File: src/rtl/mux_rr_n_if.sv
// mux_rr_n_if: stream bundle between N producers, the mux and one consumer.
//   in_data   : N*W packed channel data, channel i at [i*W +: W]
//   in_valid  : per-channel valid from producers
//   in_ready  : per-channel ready back to producers (at most one high)
//   out_data  : selected word from the output register
//   out_ch    : index of the channel that supplied out_data
//   out_valid : output register holds a word
//   out_ready : consumer accepts out_data this cycle
// slave modport is the mux side; master modport is the producer/consumer side.
interface mux_rr_n_if #(
    parameter int unsigned W  = 8,
    parameter int unsigned N  = 4,
    parameter int unsigned SW = 2
);
    logic [N*W-1:0] in_data;
    logic [N-1:0]   in_valid;
    logic [N-1:0]   in_ready;
    logic [W-1:0]   out_data;
    logic [SW-1:0]  out_ch;
    logic           out_valid;
    logic           out_ready;

    modport slave (
        input  in_data, in_valid, out_ready,
        output in_ready, out_data, out_ch, out_valid
    );

    modport master (
        output in_data, in_valid, out_ready,
        input  in_ready, out_data, out_ch, out_valid
    );
endinterface

File: src/rtl/mux_rr_n.sv
// mux_rr_n: registered N:1 multiplexer with valid/ready handshake.
// Selects one of N W-bit channels either by explicit select (mode=0, s) or by
// round-robin among valid channels (mode=1), and holds the result in a
// one-entry output register.
//   clk  : clock, rising edge
//   rst  : synchronous active-high reset
//   mode : 0 = manual select via s, 1 = round-robin
//   s    : channel select used when mode=0
//   bus  : stream bundle (slave side), see mux_rr_n_if
module mux_rr_n #(
    parameter int unsigned W  = 8,
    parameter int unsigned N  = 4,
    parameter int unsigned SW = 2
) (
    input  logic          clk,
    input  logic          rst,
    input  logic          mode,
    input  logic [SW-1:0] s,
    mux_rr_n_if.slave     bus
);

    logic [W-1:0]  out_data_q, out_data_d;
    logic [SW-1:0] out_ch_q,   out_ch_d;
    logic          out_valid_q, out_valid_d;
    logic [SW-1:0] ptr_q,      ptr_d;

    logic          load_en;
    logic          req;
    logic          grant;
    logic          found;
    logic [SW-1:0] cand;
    logic [SW-1:0] idx;

    always_comb begin
        // Output register may take a new word when empty or being drained.
        load_en = !out_valid_q || bus.out_ready;

        cand  = s;
        req   = bus.in_valid[s];
        found = 1'b0;
        idx   = '0;
        if (mode) begin
            // Scan ptr, ptr+1, ... ; SW-bit addition wraps modulo N.
            cand = ptr_q;
            req  = |bus.in_valid;
            for (int unsigned k = 0; k < N; k++) begin
                idx = ptr_q + SW'(k);
                if (!found && bus.in_valid[idx]) begin
                    cand  = idx;
                    found = 1'b1;
                end
            end
        end

        grant = req && load_en && !rst;

        bus.in_ready = '0;
        if (grant) begin
            bus.in_ready[cand] = 1'b1;
        end

        out_data_d  = out_data_q;
        out_ch_d    = out_ch_q;
        out_valid_d = out_valid_q;
        ptr_d       = ptr_q;
        if (grant) begin
            out_data_d  = bus.in_data[cand*W +: W];
            out_ch_d    = cand;
            out_valid_d = 1'b1;
            if (mode) begin
                ptr_d = cand + SW'(1);
            end
        end else if (bus.out_ready) begin
            out_valid_d = 1'b0;
        end
    end

    always_ff @(posedge clk) begin
        if (rst) begin
            out_data_q  <= '0;
            out_ch_q    <= '0;
            out_valid_q <= 1'b0;
            ptr_q       <= '0;
        end else begin
            out_data_q  <= out_data_d;
            out_ch_q    <= out_ch_d;
            out_valid_q <= out_valid_d;
            ptr_q       <= ptr_d;
        end
    end

    assign bus.out_data  = out_data_q;
    assign bus.out_ch    = out_ch_q;
    assign bus.out_valid = out_valid_q;

endmodule

File: src/flat_wrapper.sv
// flat-port wrapper written by rule: the top's interface ports become plain ports
module mux_rr_n_flat 
#(
    parameter int unsigned W  = 8,
    parameter int unsigned N  = 4,
    parameter int unsigned SW = 2
)
  (clk, rst, mode, s, bus_in_data, bus_in_valid, bus_out_ready, bus_in_ready, bus_out_data, bus_out_ch, bus_out_valid);
  mux_rr_n_if #(.W(W), .N(N), .SW(SW)) bus_i ();
  input  logic clk;
  input  logic rst;
  input  logic mode;
  input  logic [SW-1:0] s;
  input wire logic [$bits(bus_i.in_data)-1:0] bus_in_data;
  input wire logic [$bits(bus_i.in_valid)-1:0] bus_in_valid;
  input wire logic [$bits(bus_i.out_ready)-1:0] bus_out_ready;
  output wire logic [$bits(bus_i.in_ready)-1:0] bus_in_ready;
  output wire logic [$bits(bus_i.out_data)-1:0] bus_out_data;
  output wire logic [$bits(bus_i.out_ch)-1:0] bus_out_ch;
  output wire logic [$bits(bus_i.out_valid)-1:0] bus_out_valid;
  assign bus_i.in_data = bus_in_data;
  assign bus_i.in_valid = bus_in_valid;
  assign bus_i.out_ready = bus_out_ready;
  assign bus_in_ready = bus_i.in_ready;
  assign bus_out_data = bus_i.out_data;
  assign bus_out_ch = bus_i.out_ch;
  assign bus_out_valid = bus_i.out_valid;
  mux_rr_n #(.W(W), .N(N), .SW(SW)) u_core (.clk(clk), .rst(rst), .mode(mode), .s(s), .bus(bus_i));
endmodule
File: config.mk
export PLATFORM = sky130hd
export DESIGN_NAME = mux_rr_n_flat
export DESIGN_NICKNAME = d
export VERILOG_FILES = /design/src/rtl/mux_rr_n_if.sv /design/src/rtl/mux_rr_n.sv /design/src/flat_wrapper.sv
export SDC_FILE = /design/constraint.sdc
export NUM_CORES = 1
export LEC_CHECK = 0
export CAP_MARGIN = 20
export CORE_MARGIN = 3
export CORE_UTILIZATION = 38
export CTS_CLUSTER_SIZE = 10
export DETAILED_ROUTE_END_ITERATION = 10
export PLACE_DENSITY = 0.92
export SYNTH_ARGS = -nofsm -noshare
export SYNTH_HDL_FRONTEND = slang
export SYNTH_SLANG_ARGS = --single-unit
File: constraint.sdc
create_clock -name clk -period 7.2 [get_ports clk]
set_input_delay 1.8 -clock clk [delete_from_list [all_inputs] [get_ports clk]]
set_output_delay 1.8 -clock clk [all_outputs]
set_load 0.05 [all_outputs]
======== Word-level counts from Yosys, hierarchy flattened ========
Cells that the tools add are included.
operators by class
  muxes and demuxes ....................... 26
  add/sub/neg operators ................... 4
  shift operators ......................... 1
  order comparisons ....................... 7
  reduce and logical (&&, ||, !) cells .... 15
operator list
  operator                                                                       number
  32-bit by 6-bit variable part select with 8-bit output                         1
  2-bit by 3-bit less-than comparator with 1-bit output (second input constant)  6
  1-bit 2-to-1 mux                                                               15
  1-bit binary-select mux with 2-bit select                                      5
  2-bit 2-to-1 mux                                                               4
  1-bit logical AND                                                              6
  1-bit logical NOT                                                              5
  2-bit by 1-bit adder with 2-bit output (second input constant)                 2
  2-bit adder (second input constant)                                            2
  4-bit 2-to-1 mux                                                               1
  4-bit OR reduction                                                             1
  1-bit demux with 2-bit select                                                  1
  2-bit by 1-bit >= comparator with 1-bit output (second input constant)         1
  2-bit AND reduction                                                            1
  2-bit nonzero test                                                             1
  1-bit logical OR                                                               1
word-level totals
  register bits after elaboration ......... 13

======== Depth between registers and ports, before layout ========
  word-level depth ........................ 21
  mapped depth ............................ 8
  gate-level depth less buffers ........... 6

======== Worst setup path before layout ========
No wires, ideal clock.
  path type ............................... input -> output
  from .................................... in bus_in_valid[0]
  to ...................................... out bus_in_ready[2]
  arrival ................................. 3,570 ps
  path buffers ............................ 1
  cell stages on the path ................. 6
  setup slack ............................. 1,830 ps
  cells stage by stage .................... or2b_1 -> a21o_1 -> a41oi_1 -> buf_2 -> nand3_1 -> nor2_1
on the way
  word-level cells in the longest chain between the ends .. 21
  elaborated cells on any way between the ends .. 36
  classes of those cells .................. 2 x order compare; 24 x mux; 10 x reduce/logical
RTL lines
  what                                                                                                                                                  RTL line            source
  start, declared                                                                                                                                       flat_wrapper.sv:15  input wire logic [$bits(bus_i.in_valid)-1:0] bus_in_valid;
  1-bit binary-select mux with 2-bit select                                                                                                             mux_rr_n.sv:48      if (!found && bus.in_valid[idx]) begin
  1-bit 2-to-1 mux (implied by the code)                                                                                                                mux_rr_n.sv:48
  1-bit 2-to-1 mux                                                                                                                                      mux_rr_n.sv:48
  1-bit 2-to-1 mux                                                                                                                                      mux_rr_n.sv:42      if (mode) begin
  1-bit logical NOT                                                                                                                                     mux_rr_n.sv:48
  1-bit logical AND                                                                                                                                     mux_rr_n.sv:48
  1-bit 2-to-1 mux                                                                                                                                      mux_rr_n.sv:48
  1-bit 2-to-1 mux                                                                                                                                      mux_rr_n.sv:42
  (+5 left out)                                                                                                                                         --
  1-bit logical AND                                                                                                                                     mux_rr_n.sv:48
  2-bit 2-to-1 mux                                                                                                                                      mux_rr_n.sv:48
  2-bit 2-to-1 mux                                                                                                                                      mux_rr_n.sv:42
  2-bit by 3-bit less-than comparator with 1-bit output (implied by the code) / 2-bit by 1-bit >= comparator with 1-bit output (equally long branches)  mux_rr_n.sv:59      bus.in_ready[cand] = 1'b1;
  1-bit logical AND (implied by the code)                                                                                                               mux_rr_n.sv:59
  1-bit 2-to-1 mux (implied by the code)                                                                                                                mux_rr_n.sv:59
  1-bit demux with 2-bit select                                                                                                                         --
  4-bit 2-to-1 mux *                                                                                                                                    mux_rr_n.sv:58      if (grant) begin
  end, declared                                                                                                                                         flat_wrapper.sv:17  output wire logic [$bits(bus_i.in_ready)-1:0] bus_in_ready;
Every way passes the cells marked *; elsewhere a longest branch is shown, timed or not. The select of a mux whose other input is x is not followed.

======== Worst setup path in the final report ========
  from .................................... in bus_in_valid[2]
  to ...................................... out bus_in_ready[1]
The elaborated chain is that of the path after synthesis.

==> impl_metrics.ini <==
[routing]
wl_per_cell_um = 15.8
route.detailed.drc = 0
vias_per_cell = 5.43
vias = 1005
antenna_left = 0
first_pass_iters = 4
wl_um = 2920
drt-initial-drc-count = 22

[clocking]
cts_tree = done
cts.htree.levels = 1
cts_made_buffers = 3
post-cts-setup-buffers = 0
cts_resized = 0
insertion_delay_ps = 270
cts-root-buf = clkbuf_4
postCtsHoldBufs = 0
clockBufferDepth = 2
path_clk_slew_ps = 90
cts.sinks = 13

[sta]
post-route-min-period_ps = 6360
rsz0062_at_grt = false
worst_clock_skew_ps = 6.93
fin_ws_ps = 837
min_period_over_period_pct = 88.4
max_freq_mhz = 157
tns_ps = 0
drv_slew = 0
setup_viol = 0
final_hold_viol_count = 0
worst-slew-pin-transition_ps = 511
max_slew_margin_pct = 65.8

[yosys]
syn-num-nets = 142
yosys.area.top_type_share_pct = 29.9
synthTopCellsByArea = dfxtp_1 (30%), mux2i_1 (15%), nor2_1 (6.5%)
syn_area_per_cell_um2 = 8.70
yosys.cell_types.count = 33
synth_area_um2 = 870
yosys.area.top_type = dfxtp_1
yosysWarnings = 0
netlist_instances = 100
synth-seq-cells = 13
ys_seq_area_share_pct = 29.9

[global_route]
antenna_found_initial = 0
grt_pass1_wl_um = 4380
grt_usage_pct = 20.7
grt_pass1_vias = 968
grt_max_degree = 12
overflow = 0

[floorplan]
die_h_um = 53.8
start_util_pct = 42.2
core_area_um2 = 2060
die_x_um = 53.8
die_area_um2 = 2900
rows = 16
ios = 57

[place]
place_congestion = 0.773
portBuffers = 56
place_ws_ps = 881
dp_hpwl_um = 2380

[setup_path]
end_kind = primary output
slowest_stage = clkdlybuf4s50_1
critPathKind = in2out
startpoint_type = primary input
path_cells = clkdlybuf4s50_1 > nor2b_1 > o211a_1 > a221oi_1 > buf_4 > nand3_1 > nor2_2 > clkdlybuf4s50_1
critPathRequiredTime_ps = 5400
cpPeakStageDelay_ps = 860
critPathMaxFanout = 11
cp.arrival_ps = 4560
critPathMostFrequentCell = clkdlybuf4s50_1

[power_and_ir_drop]
irDropWorstVdd_mv = 0.180
leakage_uw = 0.000647
power_density_nw_per_um2 = 173

[layout]
drive_gt1_share_pct = 7.59
nNetsFinal = 201
n_antenna_cell = 0
syn2layout_area_growth_pct = 69.9

[hold_path]
min_path_type = reg2reg

[run]
max_cap_viol_count = 0

[status]
outcome = completed
==> where the power goes <==
part / total, µW / switching, µW / leakage (µW) / internal, µW
registers: 86.7 / 5.41 / 0.000108 / 81.3
clock network: 44.9 / 23.5 / 0.0000150 / 21.4
logic: 124 / 67.6 / 0.000525 / 55.9
==> critical path, delay by kind of cell <==
kind                   cells  cell delay (ps)
buffers and inverters      3             1640
AND/OR/NAND/NOR            3              700
AO/OA/AOI/OAI              2              420
==> Yosys cell counts (all sizes together) <==
cell	number
a211o	5
a211oi	1
a21o	1
a21oi	2
a221oi	1
a22o	5
a41oi	1
and2	1
and3	1
buf	4
clkbuf	1
dfxtp	13
inv	2
mux2i	13
nand2	1
nand2b	3
nand3	4
nand3b	3
nor2	16
nor2b	5
nor3	2
nor4bb	1
o211a	1
o21ai	4
o221ai	3
o31ai	2
o32ai	1
or2b	1
or4	1
xor2	1
==> worst paths after layout <==
path	to	depth (start not counted)	slack [ps]	from
worst min register to register	u_core.bus.out_data[4]$_SDFFE_PP0P_	2	520	u_core.bus.out_data[4]$_SDFFE_PP0P_
worst max-delay path	bus_in_ready[1]	8	840	bus_in_valid[2]
worst max register to register	u_core.bus.out_data[5]$_SDFFE_PP0P_	8	5110	u_core.ptr_q[1]$_SDFFE_PP0P_
worst min-delay path	u_core.bus.out_data[4]$_SDFFE_PP0P_	2	520	u_core.bus.out_data[4]$_SDFFE_PP0P_
==> sequential cells by signal, summed over array words and instances, names as in the netlist <==
signal and count:
u_core.bus.out_data 8, u_core.bus.out_ch 2, u_core.ptr_q 2, u_core.bus.out_valid 1
==> stage by stage <==
| step | cell area (µm²) | util (%) | total power (µW) | std cells | hold slack [ps] |
|---|---|---|---|---|---|
| 2_1_floorplan | 870 | - | 159 | 100 | 476 |
| 3_3_place_gp | 1450 | 70.4 | 208 | 181 | 498 |
| 3_5_place_dp | 1450 | 70.4 | 211 | 181 | 499 |
| 4_1_cts | 1480 | 71.7 | 256 | 185 | 520 |
| 5_1_grt | 1480 | 71.7 | 267 | 185 | 543 |
| 6_report | 1480 | 71.7 | 255 | 185 | 521 |
==> cells in the final DEF, fill, tap and decap left out, types with 4 or more instances in the layout <==
| master | instances |
|---|---|
| nor2b_1 | 5 |
| a22o_1 | 5 |
| a211o_1 | 5 |
| mux2i_1 | 13 |
| nor2_1 | 15 |
| o21ai_0 | 4 |
| nand3_1 | 4 |
| buf_4 | 5 |
| clkdlybuf4s50_1 | 54 |
| dfxtp_1 | 13 |
==> logic make-up (layout without fill, tap and decap cells) <==
group | count (synthesis) | after routing | share of synthesized area (%)
AND/OR/NAND/NOR | 39 | 39 | 24.2
flip-flops | 13 | 13 | 29.9
buffers and inverters | 7 | 65 | 4.32
multiplexers | 13 | 13 | 15.0
XOR/XNOR | 1 | 1 | 1.01
AO/OA/AOI/OAI | 27 | 27 | 25.6
==> layout make-up <==
cell class | instances | area, µm²
fillers | 163 | 584
repair buffers | 59 | 578
multi-input cells | 80 | 572
flip-flops and latches | 13 | 260
well taps | 27 | 33.8
clock buffers | 4 | 26.3
inverters | 2 | 7.51
==> metal layers <==
layer | part of all wire (%) | GRT usage, % | wire length, µm | vias up
met3 | 6.3 | 4.99 | 185 | 6
met4 | 1.7 | 6.81 | 51 | 0
met2 | 53 | 36.7 | 1540 | 43
met1 | 39 | 23.9 | 1140 | 466
li1 | - | - | - | 490
met5 | 0 | 0 | 0 | -
Power figures use the tool's default switching activity.
==> variant 1 (same settings) <==
`SW` is set to 2 in 3 places; all go to 4.
--- a/src/rtl/mux_rr_n_if.sv
+++ b/src/rtl/mux_rr_n_if.sv
@@ -11,5 +11,5 @@
     parameter int unsigned W  = 8,
     parameter int unsigned N  = 4,
-    parameter int unsigned SW = 2
+    parameter int unsigned SW = 4
 );
     logic [N*W-1:0] in_data;
--- a/src/rtl/mux_rr_n.sv
+++ b/src/rtl/mux_rr_n.sv
@@ -11,5 +11,5 @@
     parameter int unsigned W  = 8,
     parameter int unsigned N  = 4,
-    parameter int unsigned SW = 2
+    parameter int unsigned SW = 4
 ) (
     input  logic          clk,
--- a/src/flat_wrapper.sv
+++ b/src/flat_wrapper.sv
@@ -4,5 +4,5 @@
     parameter int unsigned W  = 8,
     parameter int unsigned N  = 4,
-    parameter int unsigned SW = 2
+    parameter int unsigned SW = 4
 )
   (clk, rst, mode, s, bus_in_data, bus_in_valid, bus_out_ready, bus_in_ready, bus_out_data, bus_out_ch, bus_out_valid);
Ports: changed (resized bus_out_ch and s); port bits go from 57 to 61. The function was not compared with the original's and may differ.
==> variant 1 against the unedited design <==
Sequential cell count rose by 4; wire length rose by 42%; setup slack got worse by 0.21 ns; total power rose by 35%; cell area rose by 50%; area after synthesis rose by 81%; utilization fell by 14 points; register-to-register slack got worse by 2.0 ns; critical path type unchanged; largest cell class is now multi-input gates; largest power group unchanged.
==> variant 1: results (changes against the unedited design) <==
.. list-table::
   :header-rows: 1

   * - Metric
     - Value
   * - Result of the run
     - completed (unchanged)
   * - All-Layer GR Usage
     - 16.8% (was 20.7%)
   * - Biggest area contributors in the synthesized netlist
     - sky130_fd_sc_hd__dfxtp_1, sky130_fd_sc_hd__mux2i_1, sky130_fd_sc_hd__a22o_1 (was sky130_fd_sc_hd__dfxtp_1, sky130_fd_sc_hd__mux2i_1, sky130_fd_sc_hd__nor2_1)
   * - First-pass GRT wire length
     - 6890 um (was 4380 um)
   * - Post-synthesis sequential area ratio
     - 21.6% (was 29.9%)
   * - Area share of xor/xnor cells in the synthesized design
     - 1.11% (was 1.01%)
   * - Multiplexer area fraction after synthesis
     - 26.7% (was 15.0%)
   * - Number of violations reported at the end of detailed-routing iteration 0
     - 102 (was 22)
   * - Fraction of the mapped netlist area in compound gates
     - 22.4% (was 25.6%)
   * - Reg-to-reg startpoint
     - u_core.ptr_q[0] (was u_core.ptr_q[1])
   * - Clk_lat worst skew
     - 0.25 ns (was 0.27 ns)
   * - Root buf cell
     - sky130_fd_sc_hd__clkbuf_8 (was sky130_fd_sc_hd__clkbuf_4)
   * - Vias in the first global route
     - 1481 (was 968)
   * - Endpoint of the worst hold-timing path
     - u_core.bus.out_data[3] (was u_core.bus.out_data[4])
   * - Detailed Route WL
     - 4150 um (was 2920 um)
   * - Reg2reg path depth
     - 9 (was 8)
   * - Port-buffer cells
     - 60 (was 56)
   * - Final clock skew
     - 0.00432 ns (was 0.00693 ns)
   * - Gate family responsible for the most delay along the worst path
     - simple AND/OR/NAND/NOR gates (was buffers and inverters)
   * - Cell Area, Placed
     - 2170 um2 (was 1450 um2)
   * - Pin count of the biggest net entering global routing
     - 15 (was 12)
   * - Minimum setup slack among reg-to-reg paths
     - 3.15 ns (was 5.11 ns)
   * - Adder and majority gate portion of the synthesized area
     - 3.18% (was 0%)
   * - Filler instances
     - 318 (was 163)
   * - Synthesized net count
     - 217 (was 142)
   * - Fraction of layout cells with a size suffix above 1
     - 12.8% (was 7.59%)
   * - DR vias/cell
     - 5.62 (was 5.43)
## variant 1: area by class of cell
cell class / instances / area, um2 / share of cell area (%)
flip-flops and latches: 17 / 340 / 15.3
multi-input cells: 130 / 1120 / 50.4
repair buffers: 62 / 631 / 28.4
clock inverters: 1 / 5.00 / 0.226
clock buffers: 3 / 41.3 / 1.86
inverters: 6 / 22.5 / 1.02
well taps: 48 / 60.1 / 2.71
## variant 1: power by group through the flow
| stage | logic [uW] | registers, uW | clock network, uW |
|---|---|---|---|
| floorplan | 93.0 | 132 | 0 |
| global placement | 162 | 111 | 0 |
| detailed placement | 164 | 111 | 0 |
| CTS | 165 | 110 | 74.2 |
| global route | 176 | 111 | 75.8 |
| finish | 165 | 110 | 71.0 |
## variant 1: worst max-delay path by stage
stage,startpoint,endpoint,cells past startpoint
2_1_floorplan,bus_in_valid[1],bus_in_ready[3],8
3_3_place_gp,bus_in_valid[2],bus_in_ready[2],8
3_5_place_dp,bus_in_valid[2],bus_in_ready[3],9
4_1_cts,bus_in_valid[2],bus_in_ready[3],9
5_1_grt,bus_in_valid[2],bus_in_ready[3],9
6_report,bus_in_valid[2],bus_in_ready[3],9
## variant 1: cells by family (layout without fill, tap and decap cells)
| family | Yosys count | in the layout |
|---|---|---|
| compound gates | 44 | 44 |
| xor+xnor | 2 | 2 |
| fa+ha+maj | 4 | 4 |
| buf+inv | 22 | 72 |
| flops | 17 | 17 |
| mux | 37 | 37 |
| simple gates | 43 | 43 |
## variant 1: per-layer routing
metal / vias to the layer above / wire, um / GRT usage (%)
li1: 734 / - / -
met1: 703 / 1720 / 21.3
met2: 56 / 2130 / 28.6
met3: 8 / 243 / 2.59
met4: 0 / 59 / 5.96
met5: - / 0 / 0
## variant 1: through the flow
step / hold slack [ns] / setup WS, ns / util [%] / instances
floorplan: 0.490 / 0.772 / - / 169
detailed placement: 0.467 / 0.649 / 56.7 / 263
global route: 0.511 / 0.472 / 57.9 / 267
finish: 0.480 / 0.629 / 57.9 / 267
CTS: 0.485 / 0.634 / 57.9 / 267
global placement: 0.462 / 0.730 / 56.7 / 263
==> variant 2 (config.mk and constraints unchanged) <==
Made on the original files. `out_data_q` no longer has a reset.
--- a/src/rtl/mux_rr_n.sv
+++ b/src/rtl/mux_rr_n.sv
@@ -78,14 +78,16 @@
     always_ff @(posedge clk) begin
         if (rst) begin
-            out_data_q  <= '0;
             out_ch_q    <= '0;
             out_valid_q <= 1'b0;
             ptr_q       <= '0;
         end else begin
-            out_data_q  <= out_data_d;
             out_ch_q    <= out_ch_d;
             out_valid_q <= out_valid_d;
             ptr_q       <= ptr_d;
         end
+    end
+
+    always_ff @(posedge clk) begin
+        out_data_q <= out_data_d;
     end
 
Check against the original RTL: differs if rst is asserted again (counterexample within 4 cycles, from zero or initial values and one cycle with rst high); with rst held inactive, the same outputs for 10 cycles.
==> variant 2 against the unedited design <==
Count of clock-buffer cells in the layout decreased by 1; critical path depth fell by 2; cell area is 3.4% higher; largest cell class unchanged; setup slack improved by 0.21 ns; area after synthesis is 7.5% higher; highest routed layer unchanged; total power is 4.2% lower; utilization is 4.5 points lower; critical path type unchanged; wire length decreased by 18%; largest power group unchanged; sequential cell count stayed put.
==> variant 2: results (changes against the unedited design) <==
.. list-table::
   :header-rows: 1

   * - Metric
     - Value
   * - Register share of the cell area
     - 22.3% (was 17.6%)
   * - Signal arrival time at the worst endpoint
     - 4.35 ns (was 4.56 ns)
   * - Unique cell type count in the Yosys netlist
     - 29 (was 33)
   * - Met2 track demand over resource in global routing
     - 29.7% (was 36.7%)
   * - Fraction of power spent switching nets
     - 34.5% (was 37.8%)
   * - Area share of xor/xnor cells in the synthesized design
     - 0.937% (was 1.01%)
   * - Filler instances
     - 184 (was 163)
   * - Nets
     - 188 (was 201)
   * - Minimum setup slack among reg-to-reg paths
     - 5.23 ns (was 5.11 ns)
   * - Drt wl/cell
     - 13.9 um (was 15.8 um)
   * - Destination of the worst register-to-register timing path
     - u_core.bus.out_data[4] (was u_core.bus.out_data[5])
   * - Psw
     - 84.2 uW (was 96.5 uW)
   * - Final clock skew
     - 0.000611 ns (was 0.00693 ns)
   * - All-Layer GR Usage
     - 15.9% (was 20.7%)
   * - Predominant post-synthesis flop cell
     - sky130_fd_sc_hd__edfxtp_1 (was sky130_fd_sc_hd__dfxtp_1)
   * - Non-clock inverter count in the final layout
     - 4 (was 2)
   * - Flip-flop and latch power
     - 90.9 uW (was 86.7 uW)
   * - Synthesized net count
     - 130 (was 142)
   * - Fraction of the mapped netlist area in compound gates
     - 10.2% (was 25.6%)
   * - Critical path fanouts, max
     - 22 (was 11)
   * - Maximum vdd ir drop
     - 0.149 mV (was 0.180 mV)
   * - Number of multi-input combinational cells
     - 67 (was 80)
   * - P_leak
     - 0.000651 uW (was 0.000647 uW)
   * - Reg2reg path depth
     - 5 (was 8)
   * - Worst stage delay on the critical path
     - 0.82 ns (was 0.86 ns)
   * - Pin count of the biggest net entering global routing
     - 23 (was 12)
   * - Area taken by multi-input logic gates
     - 542 um2 (was 572 um2)
   * - Number of synthesized flops with an enable pin
     - 8 (was 0)
   * - Result of the run
     - completed (unchanged)
   * - Non-clock buffer share
     - 37.2% (was 39.1%)
   * - Reg-to-reg startpoint
     - u_core.ptr_q[0] (was u_core.ptr_q[1])
   * - Multiplexer area fraction after synthesis
     - 28.9% (was 15.0%)
   * - Biggest area contributors in the synthesized netlist
     - sky130_fd_sc_hd__mux2i_1, sky130_fd_sc_hd__edfxtp_1, sky130_fd_sc_hd__dfxtp_1 (was sky130_fd_sc_hd__dfxtp_1, sky130_fd_sc_hd__mux2i_1, sky130_fd_sc_hd__nor2_1)
   * - Share of power burned in the clock network
     - 18.9% (was 17.6%)
   * - First-pass GRT wire length
     - 4020 um (was 4380 um)
   * - Fraction of layout cells with a size suffix above 1
     - 8.28% (was 7.59%)
   * - Layout clock area frac
     - 1.80% (was 1.78%)
   * - Worst setup path startpoint
     - bus_in_valid[0] (was bus_in_valid[2])
   * - DPL Wire Length
     - 1950 um (was 2380 um)
[variant 2: cell types whose count changed after synthesis, sizes merged, moves of 4 or more]
cell | unedited run | this run
nand3 | 4 | 0
edfxtp | 0 | 8
dfxtp | 13 | 5
a22o | 5 | 0
nor2 | 16 | 8
a211o | 5 | 1
mux2i | 13 | 27
[variant 2: worst min-delay path by stage]
stage / cells past startpoint / start / slack (ns) / end
global route: 2 / u_core.bus.out_ch[1] / 0.51 / u_core.bus.out_ch[1]
global placement: 2 / u_core.bus.out_ch[1] / 0.47 / u_core.bus.out_ch[1]
CTS: 2 / u_core.bus.out_ch[1] / 0.49 / u_core.bus.out_ch[1]
detailed placement: 2 / u_core.bus.out_ch[1] / 0.47 / u_core.bus.out_ch[1]
floorplan: 2 / u_core.ptr_q[0] / 0.49 / u_core.ptr_q[0]
finish: 2 / u_core.bus.out_ch[1] / 0.49 / u_core.bus.out_ch[1]
[variant 2: worst register-to-register path, cell delays in order (launching register included)]
cell and delay, ns:
sky130_fd_sc_hd__dfxtp_1 0.38, sky130_fd_sc_hd__and2b_1 0.22, sky130_fd_sc_hd__nor3_1 0.15, sky130_fd_sc_hd__a221o_2 0.57, sky130_fd_sc_hd__mux2i_1 0.29, sky130_fd_sc_hd__mux2i_1 0.10
[variant 2: through the flow]
step	hold slack [ns]	instance area, um2	utilization, %	std cells
final	0.487	1530	67.1	173
after global routing	0.515	1530	67.1	173
after CTS	0.490	1530	67.1	173
after detailed placement	0.469	1500	65.9	169
after global placement	0.466	1500	65.9	169
after floorplan	0.495	935	-	88
[variant 2: per-layer routing]
metal,wire length [um],vias to the layer above,part of all wire (%)
li1,-,441,-
met1,979,426,41
met2,1310,24,54
met3,98,2,4.1
met4,20,0,0.83
met5,0,-,0
